`src/rtl/alu_ctl_pkg.sv`:
```
// rtl/alu_ctl_pkg.sv - shared ALUOp classes, funct codes, ALU op codes, md_op codes and sequencer states
package alu_ctl_pkg;

    localparam logic [2:0] ALUOP_BR    = 3'b001;
    localparam logic [2:0] ALUOP_ANDI  = 3'b010;
    localparam logic [2:0] ALUOP_ADDI  = 3'b100;
    localparam logic [2:0] ALUOP_ORI   = 3'b101;
    localparam logic [2:0] ALUOP_LUI   = 3'b110;
    localparam logic [2:0] ALUOP_RTYPE = 3'b111;

    localparam logic [5:0] FN_SLL   = 6'b000000;
    localparam logic [5:0] FN_SRL   = 6'b000010;
    localparam logic [5:0] FN_MFHI  = 6'b010000;
    localparam logic [5:0] FN_MFLO  = 6'b010010;
    localparam logic [5:0] FN_MULT  = 6'b011000;
    localparam logic [5:0] FN_MULTU = 6'b011001;
    localparam logic [5:0] FN_DIV   = 6'b011010;
    localparam logic [5:0] FN_DIVU  = 6'b011011;
    localparam logic [5:0] FN_ADD   = 6'b100000;
    localparam logic [5:0] FN_SUB   = 6'b100010;
    localparam logic [5:0] FN_AND   = 6'b100100;
    localparam logic [5:0] FN_OR    = 6'b100101;
    localparam logic [5:0] FN_NOR   = 6'b100111;

    localparam logic [3:0] OP_AND     = 4'b0000;
    localparam logic [3:0] OP_OR      = 4'b0001;
    localparam logic [3:0] OP_NOR     = 4'b0010;
    localparam logic [3:0] OP_ADD     = 4'b0011;
    localparam logic [3:0] OP_SUB     = 4'b0100;
    localparam logic [3:0] OP_LUI     = 4'b0101;
    localparam logic [3:0] OP_SLL     = 4'b0110;
    localparam logic [3:0] OP_SRL     = 4'b0111;
    localparam logic [3:0] OP_ILLEGAL = 4'b1001;
    localparam logic [3:0] OP_MFHI    = 4'b1010;
    localparam logic [3:0] OP_MFLO    = 4'b1011;

    localparam logic [1:0] MD_MULT  = 2'b00;
    localparam logic [1:0] MD_MULTU = 2'b01;
    localparam logic [1:0] MD_DIV   = 2'b10;
    localparam logic [1:0] MD_DIVU  = 2'b11;

    typedef enum logic [1:0] {
        IDLE = 2'b00,
        RUN  = 2'b01,
        DONE = 2'b10
    } md_state_t;

endpackage

```
`src/rtl/alu_control_seq_if.sv`:
```
// rtl/alu_control_seq_if.sv - decode request and ALU / mul-div control bundle
interface alu_control_seq_if #(
    parameter int ALUOP_W = 3,
    parameter int FUNCT_W = 6,
    parameter int OP_W    = 4
);
    logic               in_valid;
    logic [ALUOP_W-1:0] ALUOp;
    logic [FUNCT_W-1:0] ALUFunction;
    logic [OP_W-1:0]    alu_operation;
    logic               shamt_sel;
    logic               illegal;
    logic               md_start;
    logic [1:0]         md_op;
    logic               md_busy;
    logic               hilo_we;
    logic               stall;

    modport master (
        output in_valid, ALUOp, ALUFunction,
        input  alu_operation, shamt_sel, illegal, md_start, md_op, md_busy, hilo_we, stall
    );

    modport slave (
        input  in_valid, ALUOp, ALUFunction,
        output alu_operation, shamt_sel, illegal, md_start, md_op, md_busy, hilo_we, stall
    );
endinterface

```
`src/rtl/alu_ctl_decode.sv`:
```
// rtl/alu_ctl_decode.sv - combinational {ALUOp, funct} table; DIV/DIVU decode only with ALUCTL_DIV_EN
module alu_ctl_decode
    import alu_ctl_pkg::*;
(
    input  logic [2:0] aluop,
    input  logic [5:0] funct,
    output logic [3:0] op,
    output logic       shamt,
    output logic       md,
    output logic [1:0] md_op,
    output logic       hilo_rd,
    output logic       illegal
);

    always_comb begin
        op      = OP_ILLEGAL;
        shamt   = 1'b0;
        md      = 1'b0;
        md_op   = MD_MULT;
        hilo_rd = 1'b0;
        illegal = 1'b0;
        casez ({aluop, funct})
            {ALUOP_RTYPE, FN_AND}:  op = OP_AND;
            {ALUOP_RTYPE, FN_OR}:   op = OP_OR;
            {ALUOP_RTYPE, FN_NOR}:  op = OP_NOR;
            {ALUOP_RTYPE, FN_ADD}:  op = OP_ADD;
            {ALUOP_RTYPE, FN_SUB}:  op = OP_SUB;
            {ALUOP_RTYPE, FN_SLL}:  begin op = OP_SLL; shamt = 1'b1; end
            {ALUOP_RTYPE, FN_SRL}:  begin op = OP_SRL; shamt = 1'b1; end
            {ALUOP_RTYPE, FN_MFHI}: begin op = OP_MFHI; hilo_rd = 1'b1; end
            {ALUOP_RTYPE, FN_MFLO}: begin op = OP_MFLO; hilo_rd = 1'b1; end
            // md_op[1] stays 0 unless the divide entries below are built in
            {ALUOP_RTYPE, FN_MULT},
            {ALUOP_RTYPE, FN_MULTU}: begin op = OP_ADD; md = 1'b1; md_op = {1'b0, funct[0]}; end
`ifdef ALUCTL_DIV_EN
            {ALUOP_RTYPE, FN_DIV},
            {ALUOP_RTYPE, FN_DIVU}:  begin op = OP_ADD; md = 1'b1; md_op = {1'b1, funct[0]}; end
`endif
            {ALUOP_ADDI, 6'b??????}: op = OP_ADD;
            {ALUOP_ORI,  6'b??????}: op = OP_OR;
            {ALUOP_LUI,  6'b??????}: op = OP_LUI;
            {ALUOP_BR,   6'b??????}: op = OP_SUB;
            {ALUOP_ANDI, 6'b??????}: op = OP_AND;
            default:                 illegal = 1'b1;
        endcase
    end

endmodule

```
`src/rtl/alu_control_seq.sv`:
```
// rtl/alu_control_seq.sv - registered ALU control with MULT/DIV sequencer and HI/LO stall
// ALUCTL_DIV_EN: when defined DIV/DIVU are sequenced as mul/div ops, otherwise they decode illegal.
module alu_control_seq
    import alu_ctl_pkg::*;
#(
    parameter int ALUOP_W   = 3,
    parameter int FUNCT_W   = 6,
    parameter int OP_W      = 4,
    parameter int MD_CYCLES = 32
) (
    input  logic               clk,
    input  logic               reset,
    alu_control_seq_if.slave   bus
);

    localparam int CNT_W = $clog2(MD_CYCLES);

    logic [3:0]       dec_op;
    logic             dec_shamt;
    logic             dec_md;
    logic [1:0]       dec_md_op;
    logic             dec_hilo;
    logic             dec_illegal;
    logic             accept;

    md_state_t        state;
    logic [CNT_W-1:0] cnt;
    logic [OP_W-1:0]  alu_op_q;
    logic             shamt_q;
    logic             illegal_q;
    logic [1:0]       md_op_q;
    logic             md_start_q;
    logic             hilo_we_q;

    alu_ctl_decode u_decode (
        .aluop   (bus.ALUOp),
        .funct   (bus.ALUFunction),
        .op      (dec_op),
        .shamt   (dec_shamt),
        .md      (dec_md),
        .md_op   (dec_md_op),
        .hilo_rd (dec_hilo),
        .illegal (dec_illegal)
    );

    // Anything touching HI/LO must wait until the sequencer is back in IDLE
    assign bus.stall = bus.in_valid & (dec_md | dec_hilo) & (state != IDLE);
    assign accept    = bus.in_valid & ~bus.stall;

    always_ff @(posedge clk) begin
        if (reset) begin
            state      <= IDLE;
            cnt        <= '0;
            alu_op_q   <= OP_ILLEGAL;
            shamt_q    <= 1'b0;
            illegal_q  <= 1'b0;
            md_op_q    <= MD_MULT;
            md_start_q <= 1'b0;
            hilo_we_q  <= 1'b0;
        end else begin
            md_start_q <= 1'b0;
            hilo_we_q  <= 1'b0;
            if (accept) begin
                alu_op_q  <= dec_op;
                shamt_q   <= dec_shamt;
                illegal_q <= dec_illegal;
            end
            case (state)
                IDLE: begin
                    if (accept && dec_md) begin
                        state      <= RUN;
                        cnt        <= CNT_W'(MD_CYCLES - 1);
                        md_op_q    <= dec_md_op;
                        md_start_q <= 1'b1;
                    end
                end
                RUN: begin
                    // cnt parks at 0 on the way to DONE so it never wraps
                    if (cnt == '0) begin
                        state     <= DONE;
                        hilo_we_q <= 1'b1;
                    end else begin
                        cnt <= cnt - 1'b1;
                    end
                end
                DONE:    state <= IDLE;
                default: state <= IDLE;
            endcase
        end
    end

    assign bus.alu_operation = alu_op_q;
    assign bus.shamt_sel     = shamt_q;
    assign bus.illegal       = illegal_q;
    assign bus.md_op         = md_op_q;
    assign bus.md_start      = md_start_q;
    assign bus.hilo_we       = hilo_we_q;
    assign bus.md_busy       = (state != IDLE);

endmodule

```
`src/flat_wrapper.sv`:
```
// flat-port wrapper written by rule: the top's interface ports become plain ports
module alu_control_seq_flat import alu_ctl_pkg::*;
#(
    parameter int ALUOP_W   = 3,
    parameter int FUNCT_W   = 6,
    parameter int OP_W      = 4,
    parameter int MD_CYCLES = 32
)
  (clk, reset, bus_in_valid, bus_ALUOp, bus_ALUFunction, bus_alu_operation, bus_shamt_sel, bus_illegal, bus_md_start, bus_md_op, bus_md_busy, bus_hilo_we, bus_stall);
  alu_control_seq_if #(.ALUOP_W(ALUOP_W), .FUNCT_W(FUNCT_W), .OP_W(OP_W)) bus_i ();
  input  logic clk;
  input  logic reset;
  input wire logic [$bits(bus_i.in_valid)-1:0] bus_in_valid;
  input wire logic [$bits(bus_i.ALUOp)-1:0] bus_ALUOp;
  input wire logic [$bits(bus_i.ALUFunction)-1:0] bus_ALUFunction;
  output wire logic [$bits(bus_i.alu_operation)-1:0] bus_alu_operation;
  output wire logic [$bits(bus_i.shamt_sel)-1:0] bus_shamt_sel;
  output wire logic [$bits(bus_i.illegal)-1:0] bus_illegal;
  output wire logic [$bits(bus_i.md_start)-1:0] bus_md_start;
  output wire logic [$bits(bus_i.md_op)-1:0] bus_md_op;
  output wire logic [$bits(bus_i.md_busy)-1:0] bus_md_busy;
  output wire logic [$bits(bus_i.hilo_we)-1:0] bus_hilo_we;
  output wire logic [$bits(bus_i.stall)-1:0] bus_stall;
  assign bus_i.in_valid = bus_in_valid;
  assign bus_i.ALUOp = bus_ALUOp;
  assign bus_i.ALUFunction = bus_ALUFunction;
  assign bus_alu_operation = bus_i.alu_operation;
  assign bus_shamt_sel = bus_i.shamt_sel;
  assign bus_illegal = bus_i.illegal;
  assign bus_md_start = bus_i.md_start;
  assign bus_md_op = bus_i.md_op;
  assign bus_md_busy = bus_i.md_busy;
  assign bus_hilo_we = bus_i.hilo_we;
  assign bus_stall = bus_i.stall;
  alu_control_seq #(.ALUOP_W(ALUOP_W), .FUNCT_W(FUNCT_W), .OP_W(OP_W), .MD_CYCLES(MD_CYCLES)) u_core (.clk(clk), .reset(reset), .bus(bus_i));
endmodule
```
`config.mk`:
```
export PLATFORM = sky130hd
export DESIGN_NAME = alu_control_seq_flat
export DESIGN_NICKNAME = d
export VERILOG_FILES = /design/src/rtl/alu_ctl_pkg.sv /design/src/rtl/alu_control_seq_if.sv /design/src/rtl/alu_ctl_decode.sv /design/src/rtl/alu_control_seq.sv /design/src/flat_wrapper.sv
export SDC_FILE = /design/constraint.sdc
export NUM_CORES = 1
export LEC_CHECK = 0
export ABC_AREA = 1
export CAP_MARGIN = 5
export CORE_ASPECT_RATIO = 0.7
export CORE_MARGIN = 8
export CORE_UTILIZATION = 52
export DETAILED_ROUTE_END_ITERATION = 10
export GPL_TIMING_DRIVEN = 0
export PLACE_DENSITY = 0.92
export RECOVER_POWER = 25
export SLEW_MARGIN = 25
export SYNTH_ARGS = -nofsm -noshare
export SYNTH_HDL_FRONTEND = slang
export SYNTH_SLANG_ARGS = --single-unit
```
`constraint.sdc`:
```
create_clock -name clk -period 3.9 [get_ports clk]
set_input_delay 0.78 -clock clk [delete_from_list [all_inputs] [get_ports clk]]
set_output_delay 0.78 -clock clk [all_outputs]
set_load 0.02 [all_outputs]
```
==> run_results.csv <==
group,metric,value,unit
setup_path,worstPathMaxFanout,7,
clock_tree,postCtsHoldBufs,0,
yosys,synth.top_cell.area_share,0.274,
sta,max_clock_freq,287,MHz
clock_tree,clock_latency,0.28,ns
global_route,overflow,0,
die,rows,14,
yosys,synthCells,187,
clock_tree,clk_pin_slew_worst_paths,0.08,ns
cells_and_area,fin_nets,231,
cells_and_area,antenna_cells,0,
pwr,p_per_area,227,mW/mm^2
detailed_routing,drt_pass1_iterations,4,
global_route,grt_pass1_vias,1016,
sta,layout_setup_ws,0.421,ns
cells_and_area,nFillCells,200,
job,maxCapViolCount,0,
cells_and_area,seq_area,320,sq um
sta,finalCriticalPeriod,3.48,ns
global_route,antenna_found_initial,0,
yosys,synth_seq_area_share,0.274,
yosys,syn_area_per_cell,6.24,sq um
yosys,synth-seq-cells,16,
detailed_routing,drt-vias-per-instance,4.91,
global_route,grt_max_degree,11,
pwr,peakVddDrop,0.145,mV
setup_path,path_class,"in -> out",
detailed_routing,num_vias,1193,
sta,drv_slew,0,
detailed_routing,drcViolationCount,0,
yosys,synth_top_area_cell,"dfxtp_1",
global_route,grtUsageTotal,0.129,
yosys,synth_area_leaders,"dfxtp_1 27%, nor2_1 13%, nand2_1 12%",
die,start_util,0.546,
placed_design,dp.cells,240,
worst_hold_path,hp-class,"reg -> reg",
placed_design,portBuffers,21,
cells_and_area,finish.utilization,0.674,
sta,hold_viol,0,
yosys,syn-num-nets,205,
sta,fin_hold_ws,0.452,ns
sta,skew,0.00732,ns
cells_and_area,drive_above_1_share,0.118,
yosys,ys.flop_type,"dfxtp_1",
placed_design,placed_cell_area,0.00142,sq mm
yosys,synth_edf_count,0,
detailed_routing,drtAntennaViolNets,0,
run_status,status,"finished, final reports clean",
cells_and_area,fin_cells,243,
setup_path,crit_arrival,2.70,ns
cells_and_area,area_delta_synth_final,23.4,%
setup_path,rrSetupSlack,2.63,ns
detailed_routing,wl_per_cell,10.4,microns
clock_tree,cts_resized,0,
global_route,grt_pass1_wl,4340,microns
clock_tree,cts_root_buf,"clkbuf_4",
die,fp.dieW,72.6,microns
yosys,synthDistinctLibCells,24,
sta,post-route-period-util,0.892,
clock_tree,clock_sinks,16,
setup_path,required,3.12,ns
die,die_y,55.6,microns
setup_path,cp-end-kind,"output port",
pwr,fin_total_pwr,0.328,mW
die,coreArea,0.00214,sq mm
cells_and_area,multi_input_area,707,sq um
placed_design,pre_cts_ws,0.419,ns
clock_tree,htreeDepth,1,
sta,setup_tns,0,ns
placed_design,place.gp.congestion,0.899,
yosys,ys_warn_count,0,
clock_tree,post_cts_buffers,0,
sta,setup_viol,0,
detailed_routing,drt_iter0_drc,63,
yosys,synth_area,0.00117,sq mm
cells_and_area,stdcell_area,0.00144,sq mm
sta,rsz0062_at_grt,"false",
die,die_area,0.00404,sq mm
clock_tree,cts_buffers,3,
clock_tree,cts_tree,"done",
yosys,synth-async-reset-ratio,0,
setup_path,r2r_start,"u_core.state[1]",
pwr,p_leak,0.740,nW
worst_hold_path,hp-start,"u_core.cnt[0]",
clock_tree,clk_path_buf_depth,2,
die,io_pins,24,
placed_design,dp_hpwl,2110,microns
setup_path,start_kind,"input pin",
setup_path,startpoint,"bus_ALUOp[0]",
detailed_routing,wl,2530,microns
-- layout make-up --
cell class / count / area share
well taps: 32 / 0.0278
clock buffers: 3 / 0.0156
multi-input cells: 136 / 0.491
repair buffers: 21 / 0.146
inverters: 32 / 0.0834
flip-flops and latches: 16 / 0.222
plain buffers: 3 / 0.0139
-- sequential cells by signal, summed over array words and instances, names as in the netlist --
| signal | flops |
|---|---|
| u_core.bus.illegal | 1 |
| u_core.bus.alu_operation | 4 |
| u_core.bus.hilo_we | 1 |
| u_core.state | 2 |
| u_core.cnt | 5 |
| u_core.bus.md_start | 1 |
| u_core.bus.shamt_sel | 1 |
| u_core.bus.md_op | 1 |
-- final timing paths --
path                            endpoint  cells after the start
max                            bus_stall                      9
min                        u_core.cnt[0]                      1
max reg2reg  u_core.bus.alu_operation[1]                      6
min reg2reg                u_core.cnt[0]                      1
-- cell usage in the layout (no fill, tap or decap), types with 4 or more instances in the layout --
cell and n:
a21oi_1 6, clkdlybuf4s50_1 17, dfxtp_1 16, dlygate4sd3_1 4
ha_1 6, inv_1 29, nand2_1 36, nand2_2 6
nand3_1 7, nand4_1 7, nor2_1 39, o21ai_0 5
o21ai_1 5
-- cells by family after synthesis --
logic type / share of synthesized area
xor+xnor: 0.0225
flops: 0.274
compound gates: 0.0750
fa+ha+maj: 0.0643
simple gates: 0.441
other cells: 0.00321
buf+inv: 0.120
-- worst max-delay path, cell delays in order --
cell             delay, ns
clkdlybuf4s50_1       0.51
ha_1                  0.21
nand2_2               0.08
nor2_4                0.18
nand3_2               0.13
nand3_2               0.10
nand2_2               0.07
inv_1                 0.06
clkdlybuf4s50_1       0.59
-- routing by layer --
metal / vias up / track usage / routed length [microns] / part of all wire
li1: 633 / - / - / -
met1: 511 / 0.171 / 1250 / 0.49
met2: 47 / 0.195 / 1030 / 0.41
met3: 2 / 0.0468 / 228 / 0.090
met4: 0 / 0.0256 / 15 / 0.0059
met5: - / 0 / 0 / 0
-- report_power, final --
| part | total [mW] | leakage [nW] | internal [mW] | switching [mW] |
|---|---|---|---|---|
| Clock | 0.0822 | 0.0138 | 0.0358 | 0.0464 |
| Combinational | 0.0753 | 0.596 | 0.0313 | 0.0440 |
| Sequential | 0.170 | 0.130 | 0.168 | 0.00231 |
| Total | 0.328 | 0.740 | 0.235 | 0.0927 |
-- cell usage after synthesis (5+ instances only) --
master,count
nor2_1,39
nand2_1,36
inv_1,29
dfxtp_1,16
nand3_1,7
nand4_1,7
a21oi_1,6
ha_1,6
nand2_2,6
o21ai_0,5
o21ai_1,5
Power figures use the tool's default switching activity.
==> RTL edit 1, RTL diff (same settings) <==
Make the reset (`reset`) asynchronous in one clocked block.
--- a/src/rtl/alu_control_seq.sv
+++ b/src/rtl/alu_control_seq.sv
@@ -49,3 +49,3 @@
 
-    always_ff @(posedge clk) begin
+    always_ff @(posedge clk or posedge reset) begin
         if (reset) begin
Function: differs if reset is asserted again (counterexample within 4 cycles, from zero or initial values and one cycle with reset high); with reset held inactive, the same outputs for 10 cycles.
==> RTL edit 1 against the original RTL <==
  * Cell area is 6.9% lower
  * Clock skew is 0.0036 ns lower
  * Fmax is 4.3% higher
  * Worst setup slack better by 0.15 ns
  * Synthesized area is 9.4% lower
  * Clock power is 27% higher
  * Power is 20% higher
  * Hold slack better by 0.038 ns
  * Sequential cell count stayed put
  * Critical path type unchanged
  * Routed wire length is 2.4% higher
  * Core utilization is 3.7 points higher
==> RTL edit 1: results (changes against the original RTL) <==
peak supply drop=0.3023 mV (+110%); 1st-iter DRT viols=97 (+54%); Post-synth ARST share=100.0% (+100 points); FF+latch area=402.9 um^2 (+26%); num sequential=16 (unchanged); syn_nets=170 (-17%); Core ar.=1887 um^2 (-12%); Worst R2R Path Depth=8 (+2); # clk buffers=4 (+1); hold_sp=u_core.bus.md_op[0]$_DFFE_PP0P_; Worst Hold Path EP=u_core.bus.md_op[0]$_DFFE_PP0P_; run status=finished, final reports clean; sequential fraction of the synthesis area=38.11% (+11 points); Total GRT Usage=14.05% (+1.1 points); Critical R2R Capture=u_core.bus.alu_operation[3]$_DFFE_PP1P_; PortBufs=22 (+4.8%); slowest cell delay on critical path=0.61 ns (+0.02 ns); top post-synthesis cells by count=nor2_1, nand2_1, inv_1, dfrtp_1, nand3_1; fmax=0.3000 GHz (+4.3%); flop2flop setup slack=2.53 ns (-0.10 ns); Internal=0.2773 mW (+18%); Non-CTS inverters=24 (-25%); Signal buffers=23 (-4.2%); via count=1057 (-11%); largest net degree at the start of global routing=17 (+6); share of layout cells above drive strength 1=12.64% (+0.79 points); multi-input logic area=556.8 um^2 (-21%); Detail Placement HPWL=2129 um (+1.1%); ClkCell Share=2.705% (+1.1 points); # fillers=150 (-25%); dpl ws=0.5891 ns (+0.1701 ns)
-- RTL edit 1: cell types whose count changed after synthesis, moves of 3 or more --
cell,delta
nand4_1,-4
dfrtp_1,+14
nand3_2,-3
dfxtp_1,-16
ha_1,-4
inv_1,-9
a21oi_1,-6
-- RTL edit 1: cell families (layout without fill, tap and decap cells) --
kind of cell / count (synthesis) / in the layout / synth area share [%]
AOI/OAI and AO/OA: 12 / 12 / 6.391
adders and majority gates: 2 / 2 / 2.366
buffers and inverters: 25 / 51 / 9.230
DFF: 16 / 16 / 38.11
other: 1 / 1 / 0.3547
and+or+nand+nor: 100 / 100 / 43.55
-- RTL edit 1: routing by layer --
layer | global-route usage, % | share of wire [%] | vias up
met5 | 0 | 0 | -
met4 | 2.658 | 0.15 | 0
met2 | 23.15 | 44 | 53
met3 | 6.055 | 9.9 | 2
li1 | - | - | 535
met1 | 17.19 | 46 | 467
==> RTL edit 2, RTL diff (same settings) <==
Made on the original files. Add a define of `ALUCTL_DIV_EN`.
--- a/src/rtl/alu_ctl_decode.sv
+++ b/src/rtl/alu_ctl_decode.sv
@@ -1,2 +1,4 @@
 // rtl/alu_ctl_decode.sv - combinational {ALUOp, funct} table; DIV/DIVU decode only with ALUCTL_DIV_EN
+`define ALUCTL_DIV_EN
+
 module alu_ctl_decode
Function: changed (Yosys sat finds a counterexample within 4 cycles, from zero or initial values and one cycle with reset high).
==> RTL edit 2 against the original RTL <==
  * Synthesized area is 1.5% lower
  * Clock power is 17% higher
  * Synthesized cell count is 3.7% lower
  * Routed wire length is 3.9% higher
  * Fmax is 5.7% lower
  * Worst setup slack worse by 0.21 ns
  * Non-clock buffer count is 1 lower
  * Via count is 2.4% lower
  * Combinational power is 1% higher
  * Cell area is 0.96% lower
  * Power is 8.4% higher
  * Sequential cell count is 1 higher
  * Largest cell class unchanged
==> RTL edit 2: results (changes against the original RTL) <==
Synthesis Warnings=0 (unchanged); share of layout cells above drive strength 1=11.71% (-0.14 points); syn_nets=198 (-3.4%); DR vias/cell=4.911 (about the same); Worst Hold Path EP=u_core.bus.alu_operation[0]$_SDFFE_PP1P_; Worst-Skew Late Latency=0.30 ns (+0.02 ns); Total GRT Usage=13.91% (+0.96 points); worst-path fanout max=6 (-1); sequential power=0.183 mW (+8%); GP Congestion=0.8873 (-1.3%); Post-DP Area=1400 um^2 (-1.2%); Critical R2R Capture=u_core.cnt[0]$_SDFFE_PP0P_; Num CTS Buffers=3 (unchanged); drt total wl=2624 um (+3.9%); worst hold path stage count=2 (+1); Syn Inst Count=180 (-3.7%); worst r2r src=u_core.cnt[0]$_SDFFE_PP0P_; # fillers=182 (-9.0%); top cells by area, synth=dfxtp_1, nand2_1, nor2_1, inv_1, ha_1; Worst R2R Path Depth=8 (+2); flop2flop setup slack=2.44 ns (-0.19 ns); dpl cells=233 (-2.9%); sequential fraction of the synthesis area=29.60% (+2.2 points); Internal=0.2514 mW (+7.0%); Detail Placement HPWL=2158 um (+2.5%); Hold Slack=0.4883 ns (+0.03628 ns); routed len/inst=11.07 um (+6.6%); Clk pin slew, worst setup/hold paths=0.09 ns; number of global-route vias before repair=1069 (+5.2%); final net count=224 (-3.0%); post-synth cell types=25 (+4.2%); run status=finished, final reports clean; dpl ws=0.2146 ns (-0.2043 ns); Pwr Total=0.3550 mW (+8.4%); hold_sp=u_core.bus.alu_operation[0]$_SDFFE_PP1P_; first-pass GRT wire length=4554 um (+4.9%); Arrival @ worst endpoint=2.91 ns (+0.21 ns); Static Leak=0.7033 nW (-5.0%); clock skew=0.002636 ns (-0.004683 ns); PostCTS Resize Cnt=0 (unchanged); peak supply drop=0.1675 mV (+16%); top_reg_cell synth=dfxtp_1; Clock Power Share=27.0% (+1.9 points); 1st-iter DRT viols=95 (+51%); top post-synthesis cells by count=nand2_1, nor2_1, inv_1, dfxtp_1, nand3_1; fmax=0.2711 GHz (-5.7%)
RTL edit 2: kinds of logic after synthesis:
group | count (synthesis) | synth area share, %
flip-flops | 17 | 29.60
AND/OR/NAND/NOR | 106 | 42.00
buffers and inverters | 31 | 10.77
AO/OA/AOI/OAI | 20 | 11.10
adder cells (fa/ha/maj) | 6 | 6.529
RTL edit 2: worst reg2reg max path: cells and delay by family, from the launching register on:
kind                       cells  cell delay [ns]
adders and majority gates      1             0.17
AOI/OAI and AO/OA              2             0.29
DFF                            1             0.33
buffers and inverters          2             0.21
and+or+nand+nor                3             0.38
RTL edit 2: worst max path at each step:
stage	cells after the start	start	endpoint
6_report	9	bus_ALUOp[0]	bus_stall
5_1_grt	9	bus_ALUOp[0]	bus_stall
4_1_cts	9	bus_ALUOp[0]	bus_stall
3_5_place_dp	9	bus_ALUOp[0]	bus_stall
3_3_place_gp	9	bus_ALUOp[0]	bus_stall
2_1_floorplan	7	bus_ALUOp[0]	bus_stall
RTL edit 2: per-layer routing:
metal	routed length [um]	track usage [%]	vias up
met5	0	0	-
met4	27	4.348	0
met3	254	5.396	4
met2	1129	20.28	39
met1	1212	18.12	491
li1	-	-	630
RTL edit 2: area by class of cell:
| type | instances | area (um^2) | share of cell area (%) |
|---|---|---|---|
| plain buffers | 2 | 15.01 | 1.053 |
| clock buffers | 4 | 26.28 | 1.842 |
| inverters | 29 | 108.9 | 7.632 |
| multi-input cells | 132 | 685.7 | 48.07 |
| flip-flops and latches | 17 | 340.3 | 23.86 |
| well taps | 32 | 40.04 | 2.807 |
| repair buffers | 21 | 210.2 | 14.74 |
